File: src/rtl/uart_pkg.sv
// -----------------------------------------------------------------------------
// uart_pkg
// Shared definitions for the parametrised UART transmitter:
//   - parity mode constants (PARITY_NONE / PARITY_EVEN / PARITY_ODD)
//   - transmitter FSM state encoding
//   - even-parity reduction helper
// -----------------------------------------------------------------------------
package uart_pkg;

    localparam int PARITY_NONE = 0;
    localparam int PARITY_EVEN = 1;
    localparam int PARITY_ODD  = 2;

    localparam int MAX_DATA_BITS = 9;

    typedef enum logic [2:0] {
        ST_IDLE   = 3'd0,
        ST_START  = 3'd1,
        ST_DATA   = 3'd2,
        ST_PARITY = 3'd3,
        ST_STOP   = 3'd4
    } tx_state_e;

    // Callers zero-extend narrower words, so the unused upper bits do not
    // disturb the reduction.
    function automatic logic even_parity(input logic [MAX_DATA_BITS-1:0] data);
        return ^data;
    endfunction

endpackage

File: src/rtl/uart_sync_fifo.sv
// -----------------------------------------------------------------------------
// uart_sync_fifo
// Single-clock FIFO holding words waiting to be serialised.
// Ports:
//   clk, rst        clock and synchronous active-high reset (flushes pointers)
//   i_push, i_data  write request and word; ignored while full or in reset
//   i_pop           read request; ignored while empty
//   o_data          head-of-queue word (valid while !o_empty)
//   o_count         words currently stored (0..DEPTH)
//   o_full/o_empty  status derived from the registered count
// -----------------------------------------------------------------------------
module uart_sync_fifo #(
    parameter int WIDTH = 8,
    parameter int DEPTH = 16
) (
    input  logic                     clk,
    input  logic                     rst,
    input  logic                     i_push,
    input  logic [WIDTH-1:0]         i_data,
    input  logic                     i_pop,
    output logic [WIDTH-1:0]         o_data,
    output logic [$clog2(DEPTH):0]   o_count,
    output logic                     o_full,
    output logic                     o_empty
);

    localparam int AW = $clog2(DEPTH);
    localparam int CW = AW + 1;

    logic [WIDTH-1:0] r_mem [DEPTH];
    logic [AW-1:0]    r_wr_ptr;
    logic [AW-1:0]    r_rd_ptr;
    logic [CW-1:0]    r_count;
    logic             w_push;
    logic             w_pop;

    assign o_full  = (r_count == CW'(DEPTH));
    assign o_empty = (r_count == CW'(0));
    assign o_count = r_count;
    assign o_data  = r_mem[r_rd_ptr];

    assign w_push = i_push && !o_full;
    assign w_pop  = i_pop && !o_empty;

    // Pointer and occupancy bookkeeping; pointers wrap naturally at DEPTH.
    always_ff @(posedge clk) begin
        if (rst) begin
            r_wr_ptr <= AW'(0);
            r_rd_ptr <= AW'(0);
            r_count  <= CW'(0);
        end else begin
            if (w_push) begin
                r_wr_ptr <= r_wr_ptr + AW'(1);
            end
            if (w_pop) begin
                r_rd_ptr <= r_rd_ptr + AW'(1);
            end
            case ({w_push, w_pop})
                2'b10:   r_count <= r_count + CW'(1);
                2'b01:   r_count <= r_count - CW'(1);
                default: r_count <= r_count;
            endcase
        end
    end

    // Storage array; contents need no reset since the pointers gate visibility.
    always_ff @(posedge clk) begin
        if (w_push && !rst) begin
            r_mem[r_wr_ptr] <= i_data;
        end
    end

endmodule

File: src/rtl/uart_tx_fifo.sv
// -----------------------------------------------------------------------------
// uart_tx_fifo
// Parametrised UART transmitter with a TX FIFO in front of it. Frames are
// start bit, DATA_BITS data bits LSB first, optional parity, 1 or 2 stop bits,
// sent back-to-back while words remain queued.
// Ports:
//   clk, rst      clock and synchronous active-high reset
//   i_valid       write request; accepted when o_ready is high
//   i_data        word to queue (DATA_BITS wide)
//   o_ready       FIFO has room
//   o_tx          registered serial line, idle high
//   o_active      high while a frame is on the line
//   o_done        one-cycle pulse at the end of each frame
//   o_fifo_count  words queued and not yet popped
// -----------------------------------------------------------------------------
module uart_tx_fifo
    import uart_pkg::*;
#(
    parameter int CLKS_PER_BIT = 10417,
    parameter int DATA_BITS    = 8,
    parameter int PARITY_MODE  = 0,
    parameter int STOP_BITS    = 1,
    parameter int FIFO_DEPTH   = 16
) (
    input  logic                          clk,
    input  logic                          rst,
    input  logic                          i_valid,
    input  logic [DATA_BITS-1:0]          i_data,
    output logic                          o_ready,
    output logic                          o_tx,
    output logic                          o_active,
    output logic                          o_done,
    output logic [$clog2(FIFO_DEPTH):0]   o_fifo_count
);

    localparam int BAUD_W = $clog2(CLKS_PER_BIT);
    localparam int IDX_W  = 4;

    generate
        if (CLKS_PER_BIT < 2) begin : g_bad_clks
            $error("uart_tx_fifo: CLKS_PER_BIT must be at least 2");
        end
        if (DATA_BITS < 5 || DATA_BITS > MAX_DATA_BITS) begin : g_bad_data
            $error("uart_tx_fifo: DATA_BITS must be in 5..9");
        end
        if (PARITY_MODE < PARITY_NONE || PARITY_MODE > PARITY_ODD) begin : g_bad_parity
            $error("uart_tx_fifo: PARITY_MODE must be 0, 1 or 2");
        end
        if (STOP_BITS < 1 || STOP_BITS > 2) begin : g_bad_stop
            $error("uart_tx_fifo: STOP_BITS must be 1 or 2");
        end
        if (FIFO_DEPTH < 2 || (FIFO_DEPTH & (FIFO_DEPTH - 1)) != 0) begin : g_bad_depth
            $error("uart_tx_fifo: FIFO_DEPTH must be a power of two, at least 2");
        end
    endgenerate

    logic [DATA_BITS-1:0]          w_fifo_data;
    logic [$clog2(FIFO_DEPTH):0]   w_fifo_count;
    logic                          w_fifo_full;
    logic                          w_fifo_empty;
    logic                          w_push;
    logic                          w_pop;
    logic                          w_bit_end;
    logic                          w_load_parity;
    logic                          w_load;

    tx_state_e            r_state,   w_state_next;
    logic [BAUD_W-1:0]    r_baud,    w_baud_next;
    logic [IDX_W-1:0]     r_bit_idx, w_bit_idx_next;
    logic [DATA_BITS-1:0] r_shift,   w_shift_next;
    logic                 r_parity,  w_parity_next;
    logic                 r_tx,      w_tx_next;
    logic                 r_active,  w_active_next;
    logic                 r_done,    w_done_next;

    // Ready comes from the registered count only, so a pop in the same cycle
    // as a full FIFO cannot make room for a push until the next cycle.
    assign o_ready      = !w_fifo_full;
    assign w_push       = i_valid && o_ready;
    assign o_fifo_count = w_fifo_count;
    assign o_tx         = r_tx;
    assign o_active     = r_active;
    assign o_done       = r_done;

    assign w_bit_end     = (r_baud == BAUD_W'(CLKS_PER_BIT - 1));
    // Parity is fixed when the word is loaded because the shift register
    // no longer holds the full word by the time the parity bit goes out.
    assign w_load_parity = even_parity(MAX_DATA_BITS'(w_fifo_data)) ^
                           (PARITY_MODE == PARITY_ODD);

    uart_sync_fifo #(
        .WIDTH (DATA_BITS),
        .DEPTH (FIFO_DEPTH)
    ) u_fifo (
        .clk     (clk),
        .rst     (rst),
        .i_push  (w_push),
        .i_data  (i_data),
        .i_pop   (w_pop),
        .o_data  (w_fifo_data),
        .o_count (w_fifo_count),
        .o_full  (w_fifo_full),
        .o_empty (w_fifo_empty)
    );

    // Next-state and next-output logic for the frame sequencer.
    always_comb begin
        w_state_next   = r_state;
        w_baud_next    = r_baud;
        w_bit_idx_next = r_bit_idx;
        w_shift_next   = r_shift;
        w_parity_next  = r_parity;
        w_tx_next      = r_tx;
        w_active_next  = r_active;
        w_done_next    = 1'b0;
        w_load         = 1'b0;
        w_pop          = 1'b0;

        case (r_state)
            ST_IDLE: begin
                w_tx_next     = 1'b1;
                w_active_next = 1'b0;
                w_baud_next   = BAUD_W'(0);
                w_load        = !w_fifo_empty;
            end
            ST_START: begin
                if (w_bit_end) begin
                    w_state_next   = ST_DATA;
                    w_baud_next    = BAUD_W'(0);
                    w_bit_idx_next = IDX_W'(0);
                    w_tx_next      = r_shift[0];
                end else begin
                    w_baud_next = r_baud + BAUD_W'(1);
                end
            end
            ST_DATA: begin
                if (w_bit_end) begin
                    w_baud_next = BAUD_W'(0);
                    if (r_bit_idx == IDX_W'(DATA_BITS - 1)) begin
                        w_bit_idx_next = IDX_W'(0);
                        if (PARITY_MODE != PARITY_NONE) begin
                            w_state_next = ST_PARITY;
                            w_tx_next    = r_parity;
                        end else begin
                            w_state_next = ST_STOP;
                            w_tx_next    = 1'b1;
                        end
                    end else begin
                        w_bit_idx_next = r_bit_idx + IDX_W'(1);
                        w_shift_next   = {1'b0, r_shift[DATA_BITS-1:1]};
                        w_tx_next      = r_shift[1];
                    end
                end else begin
                    w_baud_next = r_baud + BAUD_W'(1);
                end
            end
            ST_PARITY: begin
                if (w_bit_end) begin
                    w_state_next   = ST_STOP;
                    w_baud_next    = BAUD_W'(0);
                    w_bit_idx_next = IDX_W'(0);
                    w_tx_next      = 1'b1;
                end else begin
                    w_baud_next = r_baud + BAUD_W'(1);
                end
            end
            ST_STOP: begin
                if (w_bit_end) begin
                    w_baud_next = BAUD_W'(0);
                    if (r_bit_idx == IDX_W'(STOP_BITS - 1)) begin
                        // Frame complete: chain straight into the next start
                        // bit when another word is waiting.
                        w_done_next    = 1'b1;
                        w_bit_idx_next = IDX_W'(0);
                        w_state_next   = ST_IDLE;
                        w_tx_next      = 1'b1;
                        w_active_next  = 1'b0;
                        w_load         = !w_fifo_empty;
                    end else begin
                        w_bit_idx_next = r_bit_idx + IDX_W'(1);
                    end
                end else begin
                    w_baud_next = r_baud + BAUD_W'(1);
                end
            end
            default: begin
                w_state_next  = ST_IDLE;
                w_tx_next     = 1'b1;
                w_active_next = 1'b0;
            end
        endcase

        if (w_load) begin
            w_pop          = 1'b1;
            w_state_next   = ST_START;
            w_baud_next    = BAUD_W'(0);
            w_bit_idx_next = IDX_W'(0);
            w_shift_next   = w_fifo_data;
            w_parity_next  = w_load_parity;
            w_tx_next      = 1'b0;
            w_active_next  = 1'b1;
        end else begin
            w_pop = 1'b0;
        end
    end

    // Sequencer state and registered line outputs.
    always_ff @(posedge clk) begin
        if (rst) begin
            r_state   <= ST_IDLE;
            r_baud    <= BAUD_W'(0);
            r_bit_idx <= IDX_W'(0);
            r_shift   <= DATA_BITS'(0);
            r_parity  <= 1'b0;
            r_tx      <= 1'b1;
            r_active  <= 1'b0;
            r_done    <= 1'b0;
        end else begin
            r_state   <= w_state_next;
            r_baud    <= w_baud_next;
            r_bit_idx <= w_bit_idx_next;
            r_shift   <= w_shift_next;
            r_parity  <= w_parity_next;
            r_tx      <= w_tx_next;
            r_active  <= w_active_next;
            r_done    <= w_done_next;
        end
    end

endmodule

File: config.mk
export PLATFORM = sky130hd
export DESIGN_NAME = uart_tx_fifo
export DESIGN_NICKNAME = d
export VERILOG_FILES = /design/src/rtl/uart_pkg.sv /design/src/rtl/uart_sync_fifo.sv /design/src/rtl/uart_tx_fifo.sv
export SDC_FILE = /design/constraint.sdc
export NUM_CORES = 1
export LEC_CHECK = 0
export ABC_AREA = 1
export CORE_ASPECT_RATIO = 0.6
export CORE_MARGIN = 3
export CORE_UTILIZATION = 52
export CTS_CLUSTER_DIAMETER = 120
export DETAILED_ROUTE_END_ITERATION = 7
export DONT_BUFFER_PORTS = 1
export MAX_ROUTING_LAYER = met4
export PLACE_DENSITY = 0.7
export SYNTH_ARGS = -nofsm -noshare
export SYNTH_HDL_FRONTEND = slang
export SYNTH_HIERARCHICAL = 1
export SYNTH_SLANG_ARGS = --single-unit
export TNS_END_PERCENT = 20
File: constraint.sdc
create_clock -name clk -period 2.71 [get_ports clk]
set_input_delay 0.813 -clock clk [delete_from_list [all_inputs] [get_ports clk]]
set_output_delay 0.813 -clock clk [all_outputs]
set_load 0.02 [all_outputs]
Yosys cells after proc, flatten, opt, wreduce, memory -nomap -nowiden. Memory sizes are Yosys's and may differ from the RTL's. A register that Yosys moved wholly into a read port is not among the register bits. Index checks and enable logic that the tools add are counted.

Bits of input ports: 11. Output and inout port bits: 9. Bits in registers: 45. Memory bits (writable): 128. Memories kept: 1. Logic and storage cells: 114.

Memory list: u_fifo.r_mem (depth 16, width 8, read ports 1, clocked after Yosys merged registers in 1, write ports 1, line uart_sync_fifo.sv:30) `logic [WIDTH-1:0] r_mem [DEPTH];`.

Muxes and demuxes: 42. Bitwise logic cells: 3. Add/sub/neg operators: 6. Reductions and logical operators: 26. Equality and inequality tests: 25.

Operators with widths (number): 8-bit 2-to-1 mux (4); 4-bit 2-to-1 mux (7); 14-bit case mux with 2 select lines (1); 3-bit 2-to-1 mux (6); 3-bit != test (second input constant) (6); 1-bit 2-to-1 mux (17); 2-bit != test (second input constant) (8); 3-bit case mux with 5 select lines (1); 14-bit by 1-bit adder with 14-bit output (second input constant) (1); 14-bit == test (second input constant) (1); 14-bit 2-to-1 mux (1); 7-bit AND reduction (2); 4-bit by 1-bit adder with 4-bit output (second input constant) (3); 4-bit case mux with 3 select lines (1); 5-bit case mux with 2 select lines (1); 2-bit nonzero test (4); 3-bit by 2-bit == test with 1-bit output (second input constant) (2); 3-bit AND reduction (2); 3-bit OR reduction (2); 5-bit by 1-bit adder with 5-bit output (second input constant) (1); 5-bit == test (second input constant) (1); 5-bit logical NOT (1); 5-bit AND reduction (1); 5-bit by 1-bit subtractor with 5-bit output (second input constant) (1); 17 further kinds (27).

Depth between registers and ports, before layout. Gate-level depths: netlist (run 1).

Depth in word-level cells: 9. Gate-level depth with buffers: 22. Mapped depth without buffers: 21.

By module. Netlist (run 1), hierarchy kept.

Modules (own cells, without submodules): uart_sync_fifo (area each 6523.8 um^2, cells an instance 664, sequential area each 4184.0 um^2, instances 1); uart_tx_fifo (area each 2008.2 um^2, cells an instance 298, sequential area each 640.6 um^2, instances 1).

Worst setup path after synthesis (run 1). No wires, ideal clock.

Path kind: register to register. From: register u_fifo.r_count[4] (netlist: u_fifo/o_count[4]). To: register u_fifo.r_count[3] (netlist: u_fifo/o_count[3]). Path buffers: 1. Cell stages (with the launch flop): 16. Data arrival time: 2.510 ns. Path slack: 0.085 ns. Clock period less this slack: 2.625 ns. Library setup time: 0.115 ns. Data required time: 2.595 ns. Path through: dfxtp_1 inv_1 nand3_2 inv_1 or2_2 nand2_4 buf_8 nand2_2 inv_2 ha_1 ha_1 or2_2 nand3_1 nand2_1 o21ai_0 inv_1.

Word-level cells in the longest chain between the ends: 9. Elaborated cells on any way between the ends: 15. Classes of those cells: 3 x eq/ne; 5 x mux; 7 x reduce/logical.

RTL lines: from (decl) (line uart_sync_fifo.sv:33) `logic [CW-1:0] r_count;`; from (signal assigned) (line uart_sync_fifo.sv:59) `2'b10: r_count <= r_count + CW'(1);`; from (signal assigned) (line uart_sync_fifo.sv:60) `2'b01: r_count <= r_count - CW'(1);`; from (signal assigned) (line uart_sync_fifo.sv:61) `default: r_count <= r_count;`; 5-bit logical NOT * (line uart_sync_fifo.sv:38) `assign o_empty = (r_count == CW'(0));`; via w_fifo_empty (line uart_tx_fifo.sv:60) `logic w_fifo_empty;`; 1-bit logical NOT * (line uart_sync_fifo.sv:43, uart_tx_fifo.sv:124, uart_tx_fifo.sv:178); 1-bit 2-to-1 mux (line uart_tx_fifo.sv:170) `if (r_bit_idx == IDX_W'(STOP_BITS - 1)) begin`; 1-bit 2-to-1 mux (line uart_tx_fifo.sv:168) `if (w_bit_end) begin`; 1-bit case mux with 2 select lines (line uart_tx_fifo.sv:119) `case (r_state)`; 1-bit 2-to-1 mux (line uart_tx_fifo.sv:193) `if (w_load) begin`; 1-bit logical AND * (line uart_sync_fifo.sv:43) `assign w_pop = i_pop && !o_empty;`; via u_fifo.w_pop (line uart_sync_fifo.sv:35) `logic w_pop;`; 2-bit by 1-bit == test with 1-bit output / 2-bit == test (equally long branches) (line uart_sync_fifo.sv:58) `case ({w_push, w_pop})`; 5-bit case mux with 2 select lines / 2-bit nonzero test (equally long branches).

Mark *: on every way through the listed nets, which the timed path passes. The rest lies on a longest branch. A chain may end at the register's enable or synchronous reset.

Worst setup path after layout (run 1).
From: register r_baud[1]. To: register u_fifo.r_count[3] (netlist: u_fifo/o_count[3]).

Word-level cells in the longest chain between the ends: 7. Elaborated cells on any way between the ends: 9. Classes of those cells: 3 x eq/ne; 4 x mux; 2 x reduce/logical.

RTL lines: from (decl) (line uart_tx_fifo.sv:68) `logic [BAUD_W-1:0] r_baud, w_baud_next;`; from (signal assigned) (line uart_tx_fifo.sv:220) `r_baud <= w_baud_next;`; 14-bit == test * (line uart_tx_fifo.sv:85) `assign w_bit_end = (r_baud == BAUD_W'(CLKS_PER_BIT - 1));`; 1-bit 2-to-1 mux * (line uart_tx_fifo.sv:168); 1-bit case mux with 2 select lines * (line uart_tx_fifo.sv:119); 1-bit 2-to-1 mux * (line uart_tx_fifo.sv:193); 1-bit logical AND * (line uart_sync_fifo.sv:43); via u_fifo.w_pop (line uart_sync_fifo.sv:35); 2-bit by 1-bit == test with 1-bit output / 2-bit == test (equally long branches) (line uart_sync_fifo.sv:58); 5-bit case mux with 2 select lines / 2-bit nonzero test (equally long branches).

Marks and branches as above.

==> flow_summary.toml, run 1 <==
[die]
dieArea_um2 = 18000
core_area_um2 = 15700
initial_core_util = 0.543
io_pins = 20
fp-row-count = 35
chipHeight_um = 105
die_x_um = 171

[global_route]
antenna_found_initial = 0
grt_pass1_vias = 5857
grt.total_usage = 0.231
grt_pass1_wl_um = 31200
grt-ovfl-total = 0
grt_max_degree = 65

[cells_and_area]
area_growth_pct = 10.8
seqCellArea_um2 = 4830
fill_cells = 1326
drive_above_1_share = 0.119
fin_util = 0.601
multi_input_area_um2 = 2900
final_nets = 1009

[critical_path]
crit_arrival_ps = 2780
crit_fanout = 5
critical_path_class = "reg2reg"
crit_required_ps = 3030
end_kind = "flop"
r2r_start = "r_baud[1]"
crit_start = "r_baud[1]"
start_kind = "flop"

[clocking]
root_buffer = "clkbuf_16"
clk_pin_slew_ps = 70
clock-sinks = 177
cts.path.max_buffers = 2
h-tree-depth = 4
cts_tree = "yes"
numCtsBuffers = 17
clk_latency_ps = 420

[synthesis]
ys.flop_type = "edfxtp_1"
synth-edff-count = 128
synth-xor-area-share = 0.00719
synth_top_family_by_area = "simple AND/OR/NAND/NOR gates"
yosys-top-cells-area = "edfxtp_1 45%, nand2_1 12%, dfxtp_1 11%"
synth_seq_cells = 177
synth_warnings = 6
syn_area_um2 = 8530
synthAdderAreaFrac = 0.0214
synthMuxAreaShare = 0
synth.top_cell.area_share = 0.451
synthArstFlopShare = 0
netlist_instances = 962
synth_commonest_cells = "262 x nand2_1, 155 x inv_1, 128 x edfxtp_1"
yosysMostFrequentCell = "nand2_1"
synth.largest_area_cell = "edfxtp_1"
yosys.area_share.simple = 0.268
seq_area_frac_synth = 0.565
synth.distinct_cells = 43
synth_fp_nets = 987
synth.avg_cell_area_um2 = 8.87
synth_compound_area_frac = 0.0409

[timing]
hold_viol = 0
fmax_mhz = 407
final-max-slew-violation-count = 0
layout_min_cycle_time_ps = 2460
timing.slew.headroom = 0.523
setup_slack_ps = 254
fin_tns_setup_ps = 0
finalCritPeriodShare = 0.906
worst_slew_pin_slew_ps = 715
hold_ws_ps = 460
grt_setup_unrepaired = "false"
finalClockSkew_ps = 12.3
finalSetupViolCount = 0

[pwr]
p_clk_frac = 0.300
p_leak_nw = 4.11
p_comb_frac = 0.314
ir_drop_mv = 0.700
p_per_area_nw_per_um2 = 887
p_seq_frac = 0.386
p_switching_mw = 2.98
switching_share = 0.355
p_int_mw = 5.41

[placed_design]
dp_hpwl_um = 12900
place.gp.congestion = 0.924
pre_cts_ws_ps = 46.4
port_buffers = 0

[routing]
wire_per_inst_um = 16.1
viasPerCell = 5.28
ant_nets = 0
drt-pass1-iter-count = 5
drt-initial-drc-count = 784
wirelength_um = 19300
drc = 0
vias = 6340

[job]
maxCapViolations = 0

[hold_path]
hold_start = "rst"
worst_hold_path_type = "in2reg"

[run_status]
status = "complete, no violations"
==> cell usage in the layout, fill, tap and decap left out, types with 10 or more instances in the layout <==
cell type and n:
nand2_1 262, inv_1 154, edfxtp_1 128, nand3_1 123, nor2_1 72, dfxtp_1 48, buf_4 33, o21ai_0 23
a21oi_1 19, clkbuf_16 17, ha_1 11, inv_2 10
==> power groups by stage <==
| stage | clock network (mW) | registers (mW) | logic, mW |
|---|---|---|---|
| 3_5_place_dp | 0 | 3.29 | 2.55 |
| 6_report | 2.52 | 3.24 | 2.63 |
| 2_1_floorplan | 0 | 3.31 | 2.02 |
| 4_1_cts | 2.56 | 3.23 | 2.57 |
| 5_1_grt | 2.68 | 3.25 | 2.98 |
| 3_3_place_gp | 0 | 3.29 | 2.54 |
==> worst max-delay path: stages, from the launching register on <==
cell and delay, ps:
dfxtp_1 350, inv_1 70, ha_2 160, inv_1 40
nor2_1 80, nand3_1 120, nor2_4 160, nand3_4 100
nand2_4 70, nand2_2 70, inv_2 100, ha_4 170
ha_1 260, or2_2 300, nand3_1 90, nand2_1 50
o21ai_1 120, inv_1 40
==> state kept, by name, summed over array words and instances, names as in the netlist, named ones only <==
name	cells
u_fifo/o_count	5
o_active	1
r_baud	14
u_fifo/r_rd_ptr	4
r_bit_idx	4
r_shift	8
u_fifo/r_mem	128
r_state	3
u_fifo/r_wr_ptr	4
o_done	1
o_tx	1
==> logic make-up after synthesis <==
kind of cell | Yosys count
buffers and inverters | 195
XOR/XNOR | 7
AND/OR/NAND/NOR | 509
adder cells (fa/ha/maj) | 14
AO/OA/AOI/OAI | 60
flip-flops | 177
==> area by class of cell <==
class / count / share of cell area
Sequential cell: 177 / 0.511
Multi-Input combinational cell: 590 / 0.307
Inverter: 165 / 0.0658
Clock buffer: 18 / 0.0454
Tap cell: 203 / 0.0269
Timing Repair Buffer: 33 / 0.0262
Clock inverter: 13 / 0.0183
Antenna cell: 1 / 0.000265
==> stage by stage <==
stage / total power, mW / std cells / instance area, um2
after floorplan: 5.32 / 962 / 8530
after global placement: 5.83 / 1166 / 8820
after detailed placement: 5.84 / 1166 / 8820
after CTS: 8.37 / 1197 / 9420
after global routing: 8.91 / 1199 / 9450
final: 8.38 / 1200 / 9450
==> repair_timing <==
item | in CTS | in global routing
endpoints found under the setup margin | 0 | 3
gates resized for setup | 0 | 6
hold buffers | 0 | 0
buffers inserted | 0 | 2
==> final timing paths <==
kind | to | slack [ps] | cells after the start
setup reg to reg | u_fifo/o_count[3] | 250 | 17
hold / removal | u_fifo/r_wr_ptr[2] | 460 | 1
hold reg to reg | r_shift[2] | 460 | 2
setup / recovery | u_fifo/o_count[3] | 250 | 17
==> per-layer routing <==
metal / global-route usage / share of wire / wire length, um / up-vias
met3: 0.0469 / 0.076 / 1470 / 11
li1: - / - / - / 3136
met2: 0.315 / 0.42 / 8090 / 234
met4: 0.0454 / 0.0057 / 110 / 0
met1: 0.359 / 0.50 / 9650 / 2959
met5: - / 0 / 0 / -
(Power assumes the default switching activity.)
==> run 2, diff against run 1 <==
--- a/config.mk
+++ b/config.mk
@@ -16,2 +16,3 @@
 export PLACE_DENSITY = 0.7
+export SETUP_SLACK_MARGIN = 0.4
 export SYNTH_ARGS = -nofsm -noshare
==> constraint.sdc (replaced) <==
create_clock -name clk -period 2.71 [get_ports clk]
set_input_delay 0.4065 -clock clk [delete_from_list [all_inputs] [get_ports clk]]
set_output_delay 0.4065 -clock clk [all_outputs]
set_load 0.02 [all_outputs]
==> run 2 against run 1 <==
Compared with the run above:
- hold slack worse by 420 ps
- total power is 2.9% higher
- largest power group unchanged
- routed wire length grew 0.30%
- worst setup slack improved by 110 ps
==> flow_summary.toml, run 2 (same netlist as run 1, synthesis figures left out) <==
[timing]
worst_slew_pin_slew_ps = 653
finalCritPeriodShare = 0.866
timing.slew.headroom = 0.564
finalSetupViolCount = 0
hold_viol = 0
fmax_mhz = 426
layout_min_cycle_time_ps = 2350
fin_tns_setup_ps = 0
final-max-slew-violation-count = 0
finalClockSkew_ps = 14.9
grt_setup_unrepaired = "true"

[critical_path]
slowest_stage = "dfxtp_4"
end_kind = "flop"
path_cells = "inv_2 -> ha_4 -> inv_1 -> nor2_1 -> nand3_1 -> nor2_4 -> nand3_4 -> nand2_4 -> nand2_4 -> inv_4 -> ha_4 -> inv_2 -> fa_2 -> buf_4 -> xnor2_1 -> o21ai_0 -> inv_1"
crit_arrival_ps = 2680
crit_fanout = 5
start_kind = "flop"
rrSetupSlack_ps = 360
critical_path_class = "reg2reg"
crit_required_ps = 3040
cpPeakStageDelay_ps = 350

[cells_and_area]
fin_util = 0.609
area_growth_pct = 12.2
drive_above_1_share = 0.139
largest_reg_flops = 128
diodes = 0
stdcell_count = 1200
top_regs = "u_fifo/r_mem (128), r_baud (14), r_shift (8)"
fin_area_um2 = 9570
regMostFlops = "u_fifo/r_mem"
layout_commonest_cell = "nand2_1"
final_cell_mix = "261 x nand2_1, 151 x inv_1, 128 x edfxtp_1, 122 x nand3_1, 69 x nor2_1"
final_nets = 1009

[placed_design]
port_buffers = 0
dp_hpwl_um = 12800
postPlaceCellArea_um2 = 8850
place_inst = 1158
place.gp.congestion = 0.902

[routing]
viasPerCell = 5.28
wire_per_inst_um = 16.1
drt-initial-drc-count = 728
drt-pass1-iter-count = 6
vias = 6333
ant_nets = 0
wirelength_um = 19400
drc = 0

[clocking]
h-tree-depth = 4
cts_tree = "yes"
cts.path.max_buffers = 2
root_buffer = "clkbuf_16"
postCtsHoldBufs = 0
numCtsBuffers = 17
clk_pin_slew_ps = 80
clk_latency_ps = 430
clock-sinks = 177

[die]
fp-row-count = 35
core_area_um2 = 15700
chipHeight_um = 105
io_pins = 20
initial_core_util = 0.543
dieArea_um2 = 18000
die_x_um = 171

[pwr]
ir_drop_mv = 0.694
p_leak_nw = 4.14
p_per_area_nw_per_um2 = 901

[run_status]
status = "complete, no violations"

[hold_path]
worst_hold_path_type = "in2reg"

[global_route]
grt_pass1_wl_um = 31800
grt_pass1_vias = 6099
grt_max_degree = 65
antenna_found_initial = 0
grt-ovfl-total = 0
grt.total_usage = 0.234

[job]
maxCapViolations = 0
run 2: final timing paths:
path                                 start                  to  cells after the start
worst max-delay path             r_baud[1]   u_fifo/o_count[2]                     17
worst max register to register   r_baud[1]   u_fifo/o_count[2]                     17
worst min register to register  r_shift[2]          r_shift[2]                      2
worst min-delay path                   rst  u_fifo/r_wr_ptr[2]                      1
run 2: repair_timing:
action | CTS | global route
gates resized for setup | 7 | 6
endpoints found under the setup margin | 3 | 4
gates cloned | 0 | 0
buffers inserted | 8 | 2
pin swaps | 4 | 5
run 2: where the power goes:
group | switching (mW) | internal (mW) | total [mW]
registers | 0.201 | 3.11 | 3.31
clock network | 1.19 | 1.34 | 2.53
logic | 1.82 | 0.964 | 2.79
total | 3.21 | 5.41 | 8.63
run 2: worst max-delay path: cells and delay by family (launching register included):
kind / cells / cell delay (ps)
fa+ha+maj: 3 / 630
flops: 1 / 350
compound gates: 1 / 140
buf+inv: 6 / 390
xor+xnor: 1 / 120
simple gates: 6 / 590
run 2: metrics by stage:
| step | power, mW | hold WS [ps] | setup WS (ps) |
|---|---|---|---|
| after detailed placement | 5.97 | 455 | 278 |
| after CTS | 8.63 | 17.3 | 405 |
| after global placement | 5.94 | 445 | 322 |
| after floorplan | 5.41 | 439 | 332 |
| after global routing | 9.18 | 13.4 | 221 |
| final | 8.63 | 37.1 | 363 |
run 2: area by class of cell:
cell class	count	area [um2]
fill	1317	6150
sequential	177	4850
multi-input combinational	590	2950
inverter	165	624
clock buffer	17	425
timing repair buffer	33	273
tap	203	254
clock inverter	15	191
run 2: metal layers:
layer	GRT usage	vias up	wire length, um
met5	-	-	0
met4	0.0591	0	250
met3	0.0603	30	1830
met2	0.315	276	8120
met1	0.353	2896	9180
li1	-	3131	-
==> run 3, diff against run 2 <==
- CORE_MARGIN: 3 -> 2
==> run 3 against run 2 <==
Compared with the run above:
- clock skew decreased by 5.8 ps
- maximum frequency is 1.4% higher
- die area shrank 3.0%
- clock-buffer cell count is the same
- hold slack got worse by 2.3 ps
- non-clock buffer count grew 1
- sequential share of layout area grew 0.074 points
- register-to-register slack better by 30 ps
- design area down 0.22%
- critical endpoint is now u_fifo/o_count[4]
- critical path type unchanged
- final cell count up 0.58%
==> flow_summary.toml, run 3 (same netlist as run 1, synthesis figures left out) <==
[timing]
finalCritPeriodShare = 0.854
grt_setup_unrepaired = "true"
finalSetupViolCount = 0
layout_min_cycle_time_ps = 2320
final-max-slew-violation-count = 0
timing.slew.headroom = 0.529
setup_slack_ps = 395
finalClockSkew_ps = 9.17
fin_tns_setup_ps = 0
fmax_mhz = 432
worst_slew_pin_slew_ps = 706
hold_viol = 0

[critical_path]
slowest_stage = "fa_2"
path_cells = "inv_2 -> ha_4 -> inv_1 -> nor2_2 -> nand3_2 -> nor2_4 -> nand3_4 -> nand2_4 -> nand2_4 -> inv_4 -> ha_4 -> inv_2 -> fa_2 -> inv_1 -> nand2_1 -> nand2_1 -> nand2_1 -> nand2_1 -> nand3_1 -> nand2_1 -> inv_1"
path_common_cell = "nand2_1"
critical_path_class = "reg2reg"
cpPeakStageDelay_ps = 350
crit_fanout = 5
start_kind = "flop"
crit_start = "r_baud[0]"
end_kind = "flop"
r2r_start = "r_baud[0]"
crit_required_ps = 3050
crit_arrival_ps = 2650

[clocking]
cts.path.max_buffers = 2
clk_latency_ps = 440
h-tree-depth = 4
clock-sinks = 177
root_buffer = "clkbuf_16"
cts_tree = "yes"
numCtsBuffers = 17
postCtsHoldBufs = 0
clk_pin_slew_ps = 70

[die]
initial_core_util = 0.529
dieArea_um2 = 17500
chipHeight_um = 103
die_x_um = 169
fp-row-count = 36
io_pins = 20
core_area_um2 = 16100

[routing]
wl_met1_um = 9560
drc = 0
ant_nets = 0
top_layer_used = "met4"
drt-pass1-iter-count = 5
wl_met2_um = 8200
wire_per_inst_um = 16.1
vias = 6338
wirelength_um = 19400
viasPerCell = 5.25
drt-initial-drc-count = 678
wl_met3_um = 1510

[cells_and_area]
drive_above_1_share = 0.137
layout_commonest_cell = "nand2_1"
regMostFlops = "u_fifo/r_mem"
fill_cells = 1368
area_growth_pct = 11.9
top_regs = "u_fifo/r_mem (128), r_baud (14), r_shift (8)"
final_cell_mix = "262 x nand2_1, 152 x inv_1, 128 x edfxtp_1, 121 x nand3_1, 69 x nor2_1"
diodes = 0
final_nets = 1010
largest_reg_flops = 128

[hold_path]
worst_hold_path_type = "in2reg"
hold_start = "rst"

[pwr]
p_clk_frac = 0.294
p_int_mw = 5.43
p_seq_frac = 0.387
p_comb_frac = 0.319
ir_drop_mv = 0.726
switching_share = 0.364
p_per_area_nw_per_um2 = 895
p_switching_mw = 3.11
p_leak_nw = 4.13

[job]
maxCapViolations = 0

[run_status]
status = "complete, no violations"

[global_route]
grt_pass1_wl_um = 30400
grt.total_usage = 0.240
grt_max_degree = 65
antenna_found_initial = 0
grt-ovfl-total = 0
grt_pass1_vias = 5623

[placed_design]
pre_cts_ws_ps = 239
dp_hpwl_um = 12700
place.gp.congestion = 0.912
port_buffers = 0
-- run 3: changes by cell type in the layout (fill, tap and decap cells not counted), moves of 2 or more --
cell and change:
inv_8 -4, buf_4 +2, clkinv_8 -2, clkinvlp_4 +2, nand3_2 +2
-- run 3: cell type report --
cell class | count | area [um2] | share of cell area
flip-flops and latches | 177 | 4850 | 0.508
multi-input cells | 590 | 2950 | 0.309
clock buffers | 17 | 425 | 0.0445
inverters | 165 | 624 | 0.0654
repair buffers | 34 | 268 | 0.0280
clock inverters | 15 | 176 | 0.0185
well taps | 209 | 262 | 0.0274
-- run 3: worst paths after layout --
kind | slack, ps | endpoint | cells past startpoint
max | 390 | u_fifo/o_count[4] | 21
min | 30 | u_fifo/r_wr_ptr[2] | 1
max reg2reg | 390 | u_fifo/o_count[4] | 21
min reg2reg | 460 | r_shift[7] | 2
-- run 3: worst max-delay path, delay by kind of cell (launching register included) --
kind / cells / cell delay, ps
adder cells (fa/ha/maj): 3 / 650
buffers and inverters: 6 / 320
flip-flops: 1 / 330
AND/OR/NAND/NOR: 12 / 930
-- run 3: layer usage --
| metal | vias up | track usage |
|---|---|---|
| li1 | 3129 | - |
| met1 | 2938 | 0.358 |
| met2 | 249 | 0.333 |
| met3 | 22 | 0.0506 |
| met4 | 0 | 0.0598 |
| met5 | - | - |
-- run 3: repair_timing --
item	4_1_cts	5_1_grt
buffers inserted	9	3
setup endpoints to repair	4	4
gates cloned	0	0
pin swaps	4	4
resized for setup	3	6
-- run 3: metrics by stage --
step | hold WS, ps | instance area (um2) | power [mW] | std cells | util
detailed placement | 450 | 8830 | 5.95 | 1163 | 0.548
global placement | 444 | 8830 | 5.92 | 1163 | 0.548
finish | 34.9 | 9550 | 8.55 | 1207 | 0.592
global route | 16.7 | 9550 | 9.05 | 1207 | 0.592
floorplan | 439 | 8600 | 5.41 | 962 | -
CTS | 16.3 | 9510 | 8.56 | 1204 | 0.590
-- run 3: power by group through the flow --
| stage | clock (mW) | sequential (mW) | combinational (mW) |
|---|---|---|---|
| 5_1_grt | 2.64 | 3.34 | 3.08 |
| 2_1_floorplan | 0 | 3.33 | 2.09 |
| 3_3_place_gp | 0 | 3.36 | 2.55 |
| 3_5_place_dp | 0 | 3.37 | 2.58 |
| 6_report | 2.51 | 3.31 | 2.73 |
| 4_1_cts | 2.54 | 3.31 | 2.71 |
